**src/rtl/vending_machine_p.sv**
```systemverilog
// Multi-coin vending controller: accumulates credit, pulses vend, then
// returns change one unit per cycle; rejects coins while busy.
module vending_machine_p #(
  parameter int PRICE     = 3,
  parameter int COIN3_VAL = 5,
  parameter int CW        = 4,
  parameter int CNT_W     = 8
) (
  input  logic             clk,
  input  logic             rst,
  input  logic [1:0]       coin,
  input  logic             cancel,
  output logic             vend,
  output logic             chg,
  output logic             coin_rej,
  output logic             busy,
  output logic [CW-1:0]    credit,
  output logic [CNT_W-1:0] sales
);

  typedef enum logic [1:0] {
    IDLE    = 2'd0,
    COLLECT = 2'd1,
    VEND    = 2'd2,
    CHANGE  = 2'd3
  } state_t;

  localparam logic [CW:0] PRICE_W = (CW+1)'(PRICE);
  localparam logic [CW:0] C3_W    = (CW+1)'(COIN3_VAL);

  state_t        state, state_n;
  logic [CW-1:0] credit_n;
  logic [CW:0]   val, sum;
  logic          rej_n;

  always_comb begin
    val = '0;
    unique case (coin)
      2'b01:   val = (CW+1)'(1);
      2'b10:   val = (CW+1)'(2);
      2'b11:   val = C3_W;
      default: val = '0;
    endcase
  end

  assign sum = {1'b0, credit} + val;

  always_comb begin
    state_n  = state;
    credit_n = credit;
    rej_n    = 1'b0;
    unique case (state)
      IDLE, COLLECT: begin
        // cancel only means refund once there is credit to refund
        if (cancel && state == COLLECT) begin
          state_n = CHANGE;
          rej_n   = |coin;
        end else if (|coin) begin
          if (sum >= PRICE_W) begin
            state_n  = VEND;
            credit_n = CW'(sum - PRICE_W);
          end else begin
            state_n  = COLLECT;
            credit_n = sum[CW-1:0];
          end
        end
      end
      VEND: begin
        rej_n   = |coin;
        state_n = (credit != '0) ? CHANGE : IDLE;
      end
      CHANGE: begin
        rej_n    = |coin;
        credit_n = credit - CW'(1);
        if (credit == CW'(1)) state_n = IDLE;
      end
      default: state_n = IDLE;
    endcase
  end

  always_ff @(posedge clk or posedge rst) begin
    if (rst) begin
      state    <= IDLE;
      credit   <= '0;
      sales    <= '0;
      coin_rej <= 1'b0;
    end else begin
      state    <= state_n;
      credit   <= credit_n;
      coin_rej <= rej_n;
      if (state == VEND) sales <= sales + CNT_W'(1);
    end
  end

  assign vend = (state == VEND);
  assign chg  = (state == CHANGE);
  assign busy = (state == VEND) || (state == CHANGE);

endmodule

```
**config.mk**
```make
export PLATFORM = sky130hd
export DESIGN_NAME = vending_machine_p
export DESIGN_NICKNAME = d
export VERILOG_FILES = /design/src/rtl/vending_machine_p.sv
export SDC_FILE = /design/constraint.sdc
export NUM_CORES = 1
export LEC_CHECK = 0
export ABC_AREA = 1
export BUFFER_PORTS_ARGS = -buffer_cell sky130_fd_sc_hd__buf_2
export CELL_PAD_IN_SITES_DETAIL_PLACEMENT = 1
export CELL_PAD_IN_SITES_GLOBAL_PLACEMENT = 2
export CORE_ASPECT_RATIO = 2
export CORE_MARGIN = 1
export CORE_UTILIZATION = 29
export CTS_CLUSTER_DIAMETER = 60
export DETAILED_ROUTE_END_ITERATION = 10
export GPL_TIMING_DRIVEN = 0
export PLACE_DENSITY = 0.84
export SLEW_MARGIN = 40
export SYNTH_ARGS = -nofsm -noshare
export SYNTH_HDL_FRONTEND = slang
export SYNTH_SLANG_ARGS = --single-unit
```
**constraint.sdc**
```tcl
create_clock -name clk -period 4.9 [get_ports clk]
set_input_delay 0.49 -clock clk [delete_from_list [all_inputs] [get_ports clk]]
set_output_delay 0.49 -clock clk [all_outputs]
set_load 0.01 [all_outputs]
```
==> flow_metrics.env, run 1 <==
export IMPL_synth_seq_area_share_pct=35.46
export IMPL_timing_final_hold_violations=0
export IMPL_status="finished, final reports clean"
export IMPL_num_cts_buffers=3
export IMPL_dp_hpwl_mm=2.257
export IMPL_area_growth_synth_to_final_pct=19.39
export IMPL_drive_gt1_share_pct=19.88
export IMPL_most_common_layout_cells="sky130_fd_sc_hd__nand2_1 (34), sky130_fd_sc_hd__inv_1 (20), sky130_fd_sc_hd__buf_2 (20)"
export IMPL_max_slew_headroom_pct=62.45
export IMPL_peakVddDrop_mv=0.3376
export IMPL_fin_worst_hold_slack_ns=0.2839
export IMPL_vias=978
export IMPL_min_delay_path_class="input port to asynchronous set/reset pin"
export IMPL_tritoncts="yes"
export IMPL_worstPathArrival_ns=2.55
export IMPL_maxClockFrequency_mhz=415.5
export IMPL_drt_drc_violations_left=0
export IMPL_grt_first_pass_wirelength_mm=4.588
export IMPL_leakagePower_nw=0.6814
export IMPL_critical_path_peak_fanout=5
export IMPL_grt_pass1_vias=1019
export IMPL_cellPowerDensity_nw_per_um2=707.4
export IMPL_worstSetupEndpointType="flop"
export IMPL_design_die_area_um2=3910
export IMPL_startpoint_type="input port"
export IMPL_cts_repair_timing_setup_buffer_count=0
export IMPL_core_area_um2=3453
export IMPL_pin_count=21
export IMPL_io_buffers=20
export IMPL_cts_clk_slew_worst_paths_ns=0.06
export IMPL_combPwrFrac_pct=62.5
export IMPL_max_slew_worst_pin_slew_ns=0.5626
export IMPL_grt_max_degree=16
export IMPL_drv_cap=0
export IMPL_synth_ff_latch_count=15
export IMPL_vias_per_cell=4.679
export IMPL_cts_root_buffer_cell="sky130_fd_sc_hd__clkbuf_8"
export IMPL_holdBufCountCts=0
export IMPL_number_of_failing_setup_endpoints_in_the_final_timing_report=0
export IMPL_share_of_power_burned_in_registers_pct=26.4
export IMPL_fin_skew_ns=0.001616
export IMPL_yosysWarningCount=0
export IMPL_wire_per_inst_um=12.90
export IMPL_netSwitchingFraction_pct=50.37
export IMPL_floorplan_rows=30
export IMPL_htree_levels=1
export IMPL_nNetsFinal=175
export IMPL_final_min_clock_period_ns=2.407
export IMPL_worst_endpoint_required_ns=5.04
export IMPL_insertedDiodeCount=0
export IMPL_initial_core_util_pct=30.65
export IMPL_clock_sinks=15
export IMPL_die_height_um=87.44
export IMPL_dr_first_iter_drc_count=8
export IMPL_clock_latency_ns=0.25
export IMPL_post_synth_cell_area_avg_um2=7.726
export IMPL_firstDrtPassIters=4
export IMPL_synth_distinct_cells=25
export IMPL_dieWidth_um=44.72
export IMPL_final_common_cell="sky130_fd_sc_hd__nand2_1"
export IMPL_internal_power_mw=0.4437
export IMPL_maxSlewViolCount=0
export IMPL_layoutNonFillerInstCount=209
export IMPL_globalRouteTotalUtil_pct=16.30
export IMPL_combined_area_of_all_synthesized_cells_um2=1059
export IMPL_drt_antenna_violating_nets=0
export IMPL_placed_cells_incl_taps=205
export IMPL_crit_type="input port to flop"
export IMPL_netSwitchingPower_mw=0.4503
export IMPL_synthesis_nets=150
export IMPL_fin_area_um2=1264
export IMPL_clock_power_share_pct=11.1
export IMPL_globalRoute_totalOverflow=0
export IMPL_cts_max_path_buffers=2
export IMPL_grt_antenna_before_repair=0
export IMPL_postRouteWirelength_mm=2.696
export IMPL_timing_final_crit_share_pct=49.12
export IMPL_rsz0062_at_grt="false"
export IMPL_post_synth_inst_count=137
export IMPL_dpl_instance_area_um2=1219
export IMPL_finalSetupTns_ns=0
export IMPL_cts_repair_resize_count=0
export IMPL_routabilityCongestion=0.7838
==> metrics by stage <==
step,setup slack (ns),power [mW],util (%)
floorplan,2.598,0.6337,-
global placement,2.261,0.7759,35.29
detailed placement,2.207,0.8076,35.29
CTS,2.469,0.9126,36.59
global route,2.334,0.9882,36.59
finish,2.493,0.8940,36.59
==> final timing paths <==
| path | end | cells after the start | startpoint | slack [ns] |
|---|---|---|---|---|
| min in group clk | sales[7] | 1 | sales[7] | 0.47 |
| hold reg to reg | sales[7] | 1 | sales[7] | 0.47 |
| max in group asynchronous | sales[2] | 2 | rst | 4.24 |
| hold / removal | coin_rej | 2 | rst | 0.28 |
| setup reg to reg | credit[1] | 11 | credit[0] | 2.59 |
| setup / recovery | credit[1] | 13 | coin[0] | 2.49 |
==> cell type report <==
class / count / area [um^2]
fill: 454 / 2190
multi-input combinational: 98 / 583.1
sequential: 15 / 375.4
timing repair buffer: 20 / 100.1
inverter: 22 / 82.58
tap: 48 / 60.06
clock buffer: 4 / 45.04
buffer: 2 / 17.52
==> power by group through the flow <==
stage | Sequential (mW) | Combinational [mW] | Clock, mW
6_report | 0.236 | 0.558 | 0.0996
4_1_cts | 0.238 | 0.573 | 0.102
2_1_floorplan | 0.249 | 0.385 | 0
3_3_place_gp | 0.234 | 0.542 | 0
5_1_grt | 0.245 | 0.634 | 0.109
3_5_place_dp | 0.240 | 0.568 | 0
==> cells in the mapped netlist, drive strengths merged <==
cell          n  area share, %
nor3          3            1.9
nand2        35             13
ha            7            8.3
nor4          1            2.0
xnor2         4            3.3
a21oi         9            4.3
dfrtp        15             35
nor2         11            4.8
nand3        16            8.0
a31oi         2            1.2
dlygate4sd1   2            1.7
a21boi        1           0.71
fa            1            1.9
o21ai         2            1.3
nand3b        1           0.71
a22oi         1           0.71
xor2          4            3.3
inv          22            7.8
==> cells by family after synthesis <==
family	count (synthesis)	share of synthesized area, %
AOI/OAI and AO/OA	15	8.156
xor gates and xnor gates	8	6.619
adders and majority gates	8	10.17
buffers and inverters	24	9.457
DFF	15	35.46
and+or+nand+nor	67	30.14
==> critical path, cell delays in order <==
cell	delay, ns
sky130_fd_sc_hd__buf_2	0.12
sky130_fd_sc_hd__dlygate4sd1_1	0.23
sky130_fd_sc_hd__ha_1	0.22
sky130_fd_sc_hd__fa_1	0.48
sky130_fd_sc_hd__ha_1	0.25
sky130_fd_sc_hd__inv_1	0.06
sky130_fd_sc_hd__nand3_1	0.08
sky130_fd_sc_hd__nor2_2	0.20
sky130_fd_sc_hd__nand2_2	0.13
sky130_fd_sc_hd__nand2_1	0.08
sky130_fd_sc_hd__nand3_1	0.08
sky130_fd_sc_hd__nand2_1	0.08
sky130_fd_sc_hd__nand2_1	0.05
==> registers in the layout, summed over array words and instances, names as in the netlist <==
name,flops
state,2
credit,4
coin_rej,1
sales,8
==> layer usage <==
metal  GRT usage (%)  wire (um)  vias to the layer above
met5               0          0                        -
met4           8.264         63                        0
met3           1.245         64                        5
met2           32.49       1629                       19
met1           15.17        938                      473
li1                -          -                      481
No activity file was read; power rests on OpenSTA's default activity.
==> inputs of run 2 (changes only) <==
- clock period: 4.9 -> 2.3 ns (I/O delays scaled with it)
==> run 2 against run 1 <==
Via count is 0.10% higher. Clock power grew 110%. Die area stayed put. Sequential share of layout area shrank 0.45 points. Final cell count increased by 0.48%. Global-route usage did not move. Routed wire length shrank 0.30%. Power grew 120%. Non-clock buffer count rose by 1. Critical path type is now flop to flop.
==> flow_metrics.env, run 2 (synthesis gave the netlist of run 1 again) <==
export IMPL_total_power_mw=1.960
export IMPL_area_growth_synth_to_final_pct=21.63
export IMPL_io_buffers=20
export IMPL_max_slew_headroom_pct=62.45
export IMPL_cts_clk_slew_worst_paths_ns=0.06
export IMPL_nNetsFinal=176
export IMPL_maxClockFrequency_mhz=462.6
export IMPL_max_slew_worst_pin_slew_ns=0.5626
export IMPL_status="finished, final reports clean"
export IMPL_drt_antenna_violating_nets=0
export IMPL_startpoint_type="flop"
export IMPL_pin_count=21
export IMPL_tritoncts="yes"
export IMPL_drt_drc_violations_left=0
export IMPL_min_delay_path_class="input port to asynchronous set/reset pin"
export IMPL_peakVddDrop_mv=0.7860
export IMPL_ff_latch_area_um2=376.6
export IMPL_num_cts_buffers=3
export IMPL_grt_max_degree=16
export IMPL_maxSlewViolCount=0
export IMPL_grt_first_pass_wirelength_mm=4.588
export IMPL_dp_hpwl_mm=2.257
export IMPL_dpl_instance_area_um2=1219
export IMPL_most_common_layout_cells="sky130_fd_sc_hd__nand2_1 (34), sky130_fd_sc_hd__inv_1 (20), sky130_fd_sc_hd__buf_2 (20)"
export IMPL_floorplan_rows=30
export IMPL_vias_per_cell=4.662
export IMPL_firstDrtPassIters=4
export IMPL_drive_gt1_share_pct=22.22
export IMPL_die_height_um=87.44
export IMPL_fin_area_um2=1287
export IMPL_leakagePower_nw=0.6893
export IMPL_timing_final_hold_violations=0
export IMPL_globalRoute_totalOverflow=0
export IMPL_place_ws_ns=-0.1328
export IMPL_cts_max_path_buffers=2
export IMPL_dieWidth_um=44.72
export IMPL_timing_final_crit_share_pct=93.99
export IMPL_final_common_cell="sky130_fd_sc_hd__nand2_1"
export IMPL_wire_per_inst_um=12.80
export IMPL_drv_cap=0
export IMPL_worstSetupEndpointType="flop"
export IMPL_cellPowerDensity_nw_per_um2=1522
export IMPL_cts_root_buffer_cell="sky130_fd_sc_hd__clkbuf_8"
export IMPL_routabilityCongestion=0.7838
export IMPL_rsz0062_at_grt="false"
export IMPL_design_die_area_um2=3910
export IMPL_htree_levels=1
export IMPL_final_min_clock_period_ns=2.162
export IMPL_multi_input_area_um2=598.1
export IMPL_initial_core_util_pct=30.65
export IMPL_grt_pass1_vias=1019
export IMPL_grt_antenna_before_repair=0
export IMPL_num_fill_cells=453
export IMPL_worstPathArrival_ns=2.30
export IMPL_globalRouteTotalUtil_pct=16.30
export IMPL_core_area_um2=3453
export IMPL_finalSetupTns_ns=0
export IMPL_clock_sinks=15
export IMPL_fin_skew_ns=0.001710
export IMPL_largest_register="sales"
export IMPL_fin_ws_ns=0.1382
export IMPL_postRouteWirelength_mm=2.688
export IMPL_critical_path_peak_fanout=5
export IMPL_vias=979
export IMPL_crit_type="flop to flop"
export IMPL_insertedDiodeCount=0
export IMPL_biggestRegsByFlops="sales: 8 flops, credit: 4 flops, state: 2 flops"
export IMPL_dr_first_iter_drc_count=5
export IMPL_clock_latency_ns=0.25
export IMPL_worst_endpoint_required_ns=2.44
export IMPL_number_of_failing_setup_endpoints_in_the_final_timing_report=0
export IMPL_largest_register_ffs=8
-- run 2: worst paths after layout --
check	from	slack (ns)	depth (start not counted)	endpoint
setup / recovery	credit[0]	0.14	11	credit[1]
hold / removal	rst	0.02	2	coin_rej
setup reg to reg	credit[0]	0.14	11	credit[1]
hold reg to reg	sales[7]	0.47	1	sales[7]
max in group asynchronous	rst	1.87	2	credit[0]
min in group clk	cancel	0.29	3	coin_rej
-- run 2: worst max-delay path, cell delays in order, from the launching register on --
cell and delay [ns]:
sky130_fd_sc_hd__dfrtp_2 0.42, sky130_fd_sc_hd__ha_2 0.21, sky130_fd_sc_hd__fa_1 0.48, sky130_fd_sc_hd__ha_2 0.22, sky130_fd_sc_hd__inv_1 0.05, sky130_fd_sc_hd__nand3_1 0.11
sky130_fd_sc_hd__nor2_4 0.19, sky130_fd_sc_hd__nand2_4 0.09, sky130_fd_sc_hd__nand2_1 0.07, sky130_fd_sc_hd__nand3_1 0.08, sky130_fd_sc_hd__nand2_1 0.08, sky130_fd_sc_hd__nand2_1 0.05
-- run 2: metrics by stage --
stage | hold WS [ns] | util [%] | std cells
2_1_floorplan | 0.1315 | - | 137
3_3_place_gp | 0.3140 | 35.29 | 205
3_5_place_dp | 0.3188 | 35.29 | 205
4_1_cts | 0.05536 | 36.74 | 209
5_1_grt | 0.08305 | 37.28 | 210
6_report | 0.02395 | 37.28 | 210
-- run 2: timing repair --
item	in CTS	in global routing
resized for setup	1	4
endpoints found under the setup margin	2	3
setup buffers	0	1
pin swaps	0	1
hold buffers	0	0
-- run 2: final cells by class --
| cell class | count | area share [%] |
|---|---|---|
| buffer | 2 | 1.361 |
| tap | 48 | 4.665 |
| multi-input combinational | 98 | 46.45 |
| sequential | 15 | 29.25 |
| clock buffer | 4 | 3.499 |
| inverter | 22 | 6.414 |
| timing repair buffer | 21 | 8.358 |
-- run 2: power by group --
group,total [mW],internal [mW],switching (mW),leakage [nW]
clock,0.212,0.123,0.0895,0.0228
sequential,0.497,0.381,0.116,0.182
combinational,1.25,0.474,0.776,0.484
total,1.96,0.978,0.981,0.689
-- run 2: layer usage --
metal / vias up / global-route usage (%) / share of wire [%]
li1: 483 / - / -
met2: 19 / 32.49 / 61
met3: 5 / 1.245 / 2.2
met4: 0 / 8.264 / 2.3
met5: - / 0 / 0
met1: 472 / 15.17 / 35
